$ cat src/rtl/shape_dispatcher.sv
// shape_dispatcher: buffers host shape opcodes in a small FIFO and issues them
// to the ComputationalCore one at a time. Each pixel from the core becomes a
// frame-buffer SRAM write, and the core is released only after the write is
// acknowledged. Completed shapes are counted, and busy/queue status is reported.
//
// Handshakes:
//   host -> FIFO : a push happens on a rising edge where op_valid && op_ready.
//                  op_ready is registered and is low only while the FIFO is full.
//   core -> us   : core_data_ready is a level held until core_data_sent pulses.
//                  core_shape_done is a level held until the next core_new_shape.
//                  Both are sampled only in RUN.
//   us -> SRAM   : mem_wr_req is held with stable mem_addr/mem_wdata until the
//                  one-cycle mem_wr_ack. The request drops in the following cycle.
module shape_dispatcher #(
    parameter int QUEUE_DEPTH = 4,
    parameter int OPCODE_W    = 96,
    parameter int ADDR_W      = 19,
    parameter int COLOR_W     = 16,
    localparam int PTR_W      = $clog2(QUEUE_DEPTH),
    localparam int CNT_W      = PTR_W + 1
) (
    input  logic                clk,
    input  logic                n_rst,
    input  logic                op_valid,
    input  logic [OPCODE_W-1:0] op_data,
    output logic                op_ready,
    output logic                core_new_shape,
    output logic [OPCODE_W-1:0] core_opcode,
    input  logic                core_data_ready,
    input  logic [ADDR_W-1:0]   core_address,
    input  logic [COLOR_W-1:0]  core_color,
    input  logic                core_frame_target,
    input  logic                core_shape_done,
    output logic                core_data_sent,
    output logic                mem_wr_req,
    output logic [ADDR_W:0]     mem_addr,
    output logic [COLOR_W-1:0]  mem_wdata,
    input  logic                mem_wr_ack,
    output logic                busy,
    output logic [CNT_W-1:0]    queue_count,
    output logic [15:0]         shapes_done_cnt,
    output logic [2:0]          dbg_state
);

    typedef enum logic [2:0] {
        S_IDLE  = 3'd0,
        S_ISSUE = 3'd1,
        S_RUN   = 3'd2,
        S_WRITE = 3'd3,
        S_SENT  = 3'd4
    } state_t;

    state_t               state_q, state_d;

    logic [OPCODE_W-1:0]  fifo_mem [QUEUE_DEPTH];
    logic [PTR_W-1:0]     wr_ptr_q, wr_ptr_d;
    logic [PTR_W-1:0]     rd_ptr_q, rd_ptr_d;
    logic [CNT_W-1:0]     count_q, count_d;
    logic                 op_ready_q, op_ready_d;

    logic [OPCODE_W-1:0]  core_opcode_q, core_opcode_d;
    logic [ADDR_W:0]      mem_addr_q, mem_addr_d;
    logic [COLOR_W-1:0]   mem_wdata_q, mem_wdata_d;
    logic [15:0]          shapes_done_cnt_q, shapes_done_cnt_d;

    logic                 push;
    logic                 pop;

    // Push/pop qualifiers: the host is gated by the registered ready, and only IDLE pops.
    always_comb begin
        push = op_valid && op_ready_q;
        pop  = (state_q == S_IDLE) && (count_q != '0);
    end

    // FIFO pointer and occupancy update. Pointers wrap naturally (depth is a power of two).
    always_comb begin
        wr_ptr_d = wr_ptr_q;
        rd_ptr_d = rd_ptr_q;
        count_d  = count_q;
        if (push) begin
            wr_ptr_d = wr_ptr_q + PTR_W'(1);
        end
        if (pop) begin
            rd_ptr_d = rd_ptr_q + PTR_W'(1);
        end
        case ({push, pop})
            2'b10:   count_d = count_q + CNT_W'(1);
            2'b01:   count_d = count_q - CNT_W'(1);
            default: count_d = count_q;
        endcase
        op_ready_d = (count_d != CNT_W'(QUEUE_DEPTH));
    end

    // FIFO storage. It needs no reset because the pointers define which entries are valid.
    always_ff @(posedge clk) begin
        if (push) begin
            fifo_mem[wr_ptr_q] <= op_data;
        end
    end

    // Next-state logic. In RUN a pending pixel wins over shape completion.
    always_comb begin
        state_d = state_q;
        case (state_q)
            S_IDLE:  if (count_q != '0) state_d = S_ISSUE;
            S_ISSUE: state_d = S_RUN;
            S_RUN: begin
                if (core_data_ready) begin
                    state_d = S_WRITE;
                end else if (core_shape_done) begin
                    state_d = S_IDLE;
                end
            end
            S_WRITE: if (mem_wr_ack) state_d = S_SENT;
            S_SENT:  state_d = S_RUN;
            default: state_d = S_IDLE;
        endcase
    end

    // Datapath registers: load the opcode on pop, capture the pixel on leaving RUN, count completions.
    always_comb begin
        core_opcode_d     = core_opcode_q;
        mem_addr_d        = mem_addr_q;
        mem_wdata_d       = mem_wdata_q;
        shapes_done_cnt_d = shapes_done_cnt_q;
        if (pop) begin
            core_opcode_d = fifo_mem[rd_ptr_q];
        end
        if (state_q == S_RUN) begin
            if (core_data_ready) begin
                mem_addr_d  = {core_frame_target, core_address};
                mem_wdata_d = core_color;
            end else if (core_shape_done) begin
                shapes_done_cnt_d = shapes_done_cnt_q + 16'd1;
            end
        end
    end

    // Outputs decoded from the state register, so the write request clears with an async reset.
    always_comb begin
        core_new_shape = (state_q == S_ISSUE);
        core_data_sent = (state_q == S_SENT);
        mem_wr_req     = (state_q == S_WRITE);
        busy           = (state_q != S_IDLE) || (count_q != '0);
    end

    // State and datapath registers with asynchronous active-low reset.
    always_ff @(posedge clk or negedge n_rst) begin
        if (!n_rst) begin
            state_q           <= S_IDLE;
            wr_ptr_q          <= '0;
            rd_ptr_q          <= '0;
            count_q           <= '0;
            op_ready_q        <= 1'b1;
            core_opcode_q     <= '0;
            mem_addr_q        <= '0;
            mem_wdata_q       <= '0;
            shapes_done_cnt_q <= '0;
        end else begin
            state_q           <= state_d;
            wr_ptr_q          <= wr_ptr_d;
            rd_ptr_q          <= rd_ptr_d;
            count_q           <= count_d;
            op_ready_q        <= op_ready_d;
            core_opcode_q     <= core_opcode_d;
            mem_addr_q        <= mem_addr_d;
            mem_wdata_q       <= mem_wdata_d;
            shapes_done_cnt_q <= shapes_done_cnt_d;
        end
    end

    assign op_ready        = op_ready_q;
    assign core_opcode     = core_opcode_q;
    assign mem_addr        = mem_addr_q;
    assign mem_wdata       = mem_wdata_q;
    assign queue_count     = count_q;
    assign shapes_done_cnt = shapes_done_cnt_q;
    assign dbg_state       = state_q;

endmodule

$ cat config.mk
export PLATFORM = sky130hd
export DESIGN_NAME = shape_dispatcher
export DESIGN_NICKNAME = d
export VERILOG_FILES = /design/src/rtl/shape_dispatcher.sv
export SDC_FILE = /design/constraint.sdc
export NUM_CORES = 1
export LEC_CHECK = 0
export CORE_ASPECT_RATIO = 0.7
export CORE_MARGIN = 1
export CORE_UTILIZATION = 40
export DETAILED_ROUTE_END_ITERATION = 10
export GPL_TIMING_DRIVEN = 0
export SLEW_MARGIN = 40
export SYNTH_ARGS = -nofsm -noshare
export SYNTH_HDL_FRONTEND = slang
export SYNTH_SLANG_ARGS = --single-unit
$ cat constraint.sdc
create_clock -name clk -period 3.2 [get_ports clk]
set_input_delay 0.64 -clock clk [delete_from_list [all_inputs] [get_ports clk]]
set_output_delay 0.64 -clock clk [all_outputs]
set_load 0.05 [all_outputs]
==> results of run 1 <==
cells in the mapped netlist:
master,number
edfxtp_1,384
dfrtp_1,158
mux2_2,134
mux4_2,96
buf_2,21
xnor2_1,14
nand2_1,12
nor2_1,12
clkbuf_1,10
inv_1,8
xor2_1,7
and3_1,6
ha_1,6
buf_6,5
nand3_1,5
nand4_1,5
buf_4,4
nor3_1,4
o21ai_0,3
nand4b_1,2
and2_1,1
and3b_1,1
and4_1,1
and4bb_2,1
dfstp_2,1
fa_1,1
mux2i_1,1
nand2b_1,1
nor2b_1,1
nor3b_1,1
nor4_4,1
o21a_1,1
o22ai_1,1
or3_1,1
or3b_4,1
worst max-delay path, delay by kind of cell (launching register included):
family,cells,cell delay [ns]
and+or+nand+nor,4,0.56
adders and majority gates,2,0.57
buffers and inverters,5,0.98
DFF,1,0.39
xor gates and xnor gates,2,0.34
repair_timing:
action,in CTS,in global routing
hold buffers,1,0
resized for setup,0,2
endpoints found under the hold margin,47,0
buffers inserted,0,0
setup endpoints to repair,0,2
path summary, 6_finish.rpt:
path | slack, ns | to | startpoint
setup / recovery | 0.26 | op_ready | dbg_state[2]
hold / removal | 0.47 | shapes_done_cnt[15] | shapes_done_cnt[15]
setup reg to reg | 0.26 | op_ready | dbg_state[2]
hold reg to reg | 0.47 | shapes_done_cnt[15] | shapes_done_cnt[15]
max in group asynchronous | 1.94 | core_opcode[46] | n_rst
min in group asynchronous | 0.58 | core_opcode[10] | n_rst
cells by family after synthesis:
family,Yosys count,synth area share (%)
adders and majority gates,7,0.474
xor gates and xnor gates,21,0.916
and+or+nand+nor,56,1.58
AOI/OAI and AO/OA,5,0.143
buffers and inverters,48,1.29
muxes,231,18.3
DFF,543,77.3
final cells by class:
cell class | instances | area (um^2) | area share (%)
sequential | 543 | 15500 | 59.8
inverter | 8 | 30.0 | 0.116
timing repair buffer | 311 | 3270 | 12.6
clock inverter | 16 | 215 | 0.830
buffer | 40 | 234 | 0.903
antenna | 2 | 5.00 | 0.0193
clock buffer | 80 | 1500 | 5.78
multi-input combinational | 320 | 4330 | 16.7
tap | 665 | 832 | 3.21
per-stage QoR:
| stage | setup TNS [ns] | cells | utilization (%) | total power [mW] | cell area (um^2) |
|---|---|---|---|---|---|
| detailed placement | 0 | 1886 | 48.9 | 21.9 | 24200 |
| floorplan | 0 | 911 | - | 18.0 | 20100 |
| global placement | -1261.50 | 1872 | 48.3 | 21.7 | 23900 |
| finish | 0 | 1985 | 52.4 | 27.7 | 25900 |
| global route | 0 | 1983 | 52.4 | 29.1 | 25900 |
| CTS | 0 | 1983 | 52.4 | 28.2 | 25900 |
where the power goes:
| group | leakage, nW | total [mW] | switching [mW] | internal [mW] |
|---|---|---|---|---|
| Combinational | 2.87 | 11.3 | 6.61 | 4.67 |
| Clock | 0.838 | 6.19 | 2.56 | 3.63 |
| Sequential | 5.41 | 10.3 | 0.712 | 9.56 |
state kept, by name (all words and copies together), names as in the netlist:
signal and flops:
mem_addr 20, rd_ptr_q 2, core_opcode 96, queue_count 3
wr_ptr_q 2, fifo_mem 384, mem_wdata 16, shapes_done_cnt 16
dbg_state 3, op_ready 1
metal layers:
layer  track usage, %  routed length (um)  up-vias
met1             23.1               19000     5081
met3             4.59                2370       58
met2             26.4               19700      206
li1                 -                   -     4378
met5                0                  12        -
met4             4.33                 768        2
==> flow_summary.toml, run 1 <==
[grt]
grt_pass1_vias = 10388
grt_pass1_wl_mm = 64.4
antenna_found_initial = 2
track_usage_pct = 16.8
grt_max_degree = 62
grt_overflow = 0

[worst_setup_path]
required_ns = 3.70
slowest_stage = "dfrtp_1"
worstSetupPathType = "flop to flop"
crit_path_end_kind = "flop"
worstPathArrival_ns = 3.44
max_stage_delay_ns = 0.39
path_max_fanout = 10
reg2reg_depth = 13
start_kind = "flop"
crit_chain = "buf_6 > nor3_1 > nor2b_1 > buf_4 > buf_4 > buf_6 > ha_1 > inv_1 > fa_1 > xor2_1 > nor2_1 > xor2_1 > nand2_1"

[floorplanning]
die_h_um = 189
coreArea_um2 = 49400
die_area_um2 = 51100
rows = 68
io_pins = 297
start_util_pct = 40.6
die_w_um = 270

[sta]
rsz0062_at_grt = "no"
slew_headroom_pct = 52.0
fmax_mhz = 340
fin_skew_ns = 0.0107
period_share_pct = 91.8
min_period_ns = 2.94
slew_violations = 0
worst_pin_slew_ns = 0.720
setup_viol = 0
setup_slack_ns = 0.261
hold_slack_ns = 0.472
hold_viol = 0

[cts]
cts_tree = "built"
cts.root.buffer_cell = "clkbuf_16"
clockBufferDepth = 3
clk_latency_ns = 0.58
h-tree-depth = 2
cts-buffers-inserted = 52
clock-sinks = 543
clk_pin_slew_worst_paths_ns = 0.06

[logic_synthesis]
yosys_warnings = 0
ys_ff_latch = 543
synthTopCellsByArea = "edfxtp_1 (57%), dfrtp_1 (20%), mux4_2 (11%)"
synthesis.area_um2 = 20100
yosys.area.top_type = "edfxtp_1"
synth.distinct_cells = 35
avgSynthCellArea_um2 = 22.0
ys_seq_area_share_pct = 77.3
synthesis.nets = 1056
syn_inst = 911
synth.top_cell.area_share_pct = 57.4

[cells_and_area]
drive_above_1_share_pct = 27.4
layout_commonest_cell = "edfxtp_1"
final_cell_mix = "edfxtp_1 (384), clkdlybuf4s50_1 (295), dfrtp_1 (158)"
area_growth_pct = 29.1
nNetsFinal = 1421
fill_cells = 3896

[placed_design]
portBuffers = 296
place_congestion = 0.707
pre_cts_ws_ns = 0.0304
hpwl_mm = 26.9

[min_path]
hold_depth = 1
hold_path_class = "flop to flop"

[power]
power_density_nw_per_um2 = 1070
ir_drop_uv = 488
power.leakage_nw = 9.12

[detailed_routing]
wl_per_cell_um = 21.1
drt_iter0_drc = 603
vias = 9725
drt-total-wl_mm = 41.9
route.detailed.drc = 0
drtAntennaViolNets = 0
dr.pass1.iters = 4
vias_per_cell = 4.90

[run_status]
status = "completed"

[run]
drv_cap = 0
Note: power is estimated with default switching activity, not from simulation.
==> run 2: changes to the inputs <==
Settings changed: SLEW_MARGIN 40 to 5.
==> run 2 against run 1 <==
- worst hold slack worse by 0.0036 ns
- non-clock buffer count down 6
- count of clock-buffer cells in the layout down 7
- largest power group unchanged
- sequential power about the same
- total power down 0.85%
- critical endpoint unchanged
- clock power down 3%
- flip-flop and latch count unchanged
==> flow_summary.toml, run 2 (synthesis results as in run 1) <==
[cts]
clk_latency_ns = 0.56
post_cts_buffers = 0
h-tree-depth = 2
cts.root.buffer_cell = "clkbuf_16"
clk_pin_slew_worst_paths_ns = 0.06
clock-sinks = 543
cts-buffers-inserted = 52
clockBufferDepth = 3
cts_tree = "built"

[run_status]
status = "completed"

[worst_setup_path]
slowest_stage = "dfrtp_1"
worstSetupPathType = "flop to flop"
start_kind = "flop"
crit_chain = "buf_6 > nor3_1 > nor2b_1 > buf_4 > buf_6 > buf_6 > ha_1 > inv_1 > fa_1 > xor2_1 > nor2_1 > xor2_1 > nand2_1"
max_stage_delay_ns = 0.39
required_ns = 3.68
path_max_fanout = 10
worst-path-buf-inv = 5
crit_top_cell = "buf_6"
path_delay_family = "buffers and inverters"
worstPathArrival_ns = 3.35
crit_path_end_kind = "flop"

[power]
power_density_nw_per_um2 = 1070
ir_drop_uv = 526
power.leakage_nw = 9.06

[sta]
period_share_pct = 89.8
slew_headroom_pct = 42.3
slew_violations = 0
setup_viol = 0
fmax_mhz = 348
rsz0062_at_grt = "no"
hold_viol = 0
min_period_ns = 2.87
worst_pin_slew_ns = 0.865
finalSetupTns_ns = 0
fin_skew_ns = 0.0163

[cells_and_area]
layout_commonest_cell = "edfxtp_1"
final_cell_mix = "edfxtp_1 (384), clkdlybuf4s50_1 (295), dfrtp_1 (158)"
fill_cells = 3929
drive_above_1_share_pct = 26.8
regMostFlops = "fifo_mem"
nNetsFinal = 1415
largest_register_ffs = 384
post-route-cell-area_um2 = 25800
area_growth_pct = 28.5

[floorplanning]
die_h_um = 189
die_w_um = 270
io_pins = 297
die_area_um2 = 51100
rows = 68
coreArea_um2 = 49400
start_util_pct = 40.6

[detailed_routing]
vias = 9676
drt_iter0_drc = 496
wl_per_cell_um = 20.8
drt-total-wl_mm = 41.2
vias_per_cell = 4.89
dr.pass1.iters = 4
drtAntennaViolNets = 0
route.detailed.drc = 0

[placed_design]
place_congestion = 0.707
hpwl_mm = 25.9
placed_area_um2 = 24100
portBuffers = 296

[run]
drv_cap = 0

[grt]
grt_pass1_wl_mm = 63.3
grt_overflow = 0
antenna_found_initial = 3
grt_pass1_vias = 10311
track_usage_pct = 16.4
grt_max_degree = 63

[min_path]
hold_path_class = "flop to flop"
## run 2: cell count changes in the layout (fill, tap and decap cells not counted), moves of 2 or more
cell	before	now
clkinv_1	0	6
clkbuf_2	2	0
clkbuf_1	28	25
buf_12	12	0
clkbuf_8	7	5
buf_16	2	8
## run 2: metrics by stage
step | total power [mW] | setup WS [ns] | hold WS, ns | instances | util, %
after CTS | 28.0 | 0.0152 | 0.476 | 1976 | 52.2
after floorplan | 18.0 | 0.484 | 0.344 | 911 | -
after global placement | 21.7 | -6.32 | 0.463 | 1872 | 48.3
after global routing | 28.8 | 0.0870 | 0.499 | 1976 | 52.2
final | 27.5 | 0.325 | 0.469 | 1977 | 52.2
after detailed placement | 21.8 | 0.0454 | 0.464 | 1880 | 48.8
## run 2: timing repair
item	CTS	global route
setup endpoints to repair	0	2
endpoints found under the hold margin	46	0
resized for setup	0	3
hold buffers	1	0
## run 2: worst register-to-register path, stage by stage (launching register included)
cell     delay [ns]
dfrtp_1        0.39
buf_6          0.14
nor3_1         0.21
nor2b_1        0.18
buf_4          0.28
buf_6          0.23
buf_6          0.20
ha_1           0.21
inv_1          0.06
fa_1           0.37
xor2_1         0.15
nor2_1         0.11
xor2_1         0.19
nand2_1        0.07
## run 2: worst paths after layout
check	startpoint	to	slack, ns	cells past startpoint
max in group asynchronous	n_rst	core_opcode[43]	1.91	3
hold / removal	shapes_done_cnt[15]	shapes_done_cnt[15]	0.47	1
hold reg to reg	shapes_done_cnt[15]	shapes_done_cnt[15]	0.47	1
min in group asynchronous	n_rst	core_opcode[10]	0.58	2
setup reg to reg	dbg_state[2]	op_ready	0.33	13
setup / recovery	dbg_state[2]	op_ready	0.33	13
## run 2: cell type report
| type | count | area [um^2] | area share [%] |
|---|---|---|---|
| well taps | 665 | 832 | 3.23 |
| clock inverters | 22 | 213 | 0.824 |
| plain buffers | 40 | 235 | 0.912 |
| repair buffers | 305 | 3200 | 12.4 |
| diodes | 1 | 2.50 | 0.00970 |
| clock buffers | 73 | 1450 | 5.63 |
| inverters | 8 | 30.0 | 0.116 |
| flip-flops and latches | 543 | 15500 | 60.1 |
| multi-input cells | 320 | 4330 | 16.8 |
## run 2: report_power, final
part	leakage [nW]	internal, mW	switching, mW	total (mW)
registers	5.41	9.57	0.704	10.3
logic	2.83	4.62	6.59	11.2
clock network	0.816	3.48	2.54	6.02
## run 2: layer usage
layer	global-route usage, %	routed length (um)
met3	4.86	2730
met2	25.5	19200
met1	22.9	18500
met5	0	25
met4	3.43	673
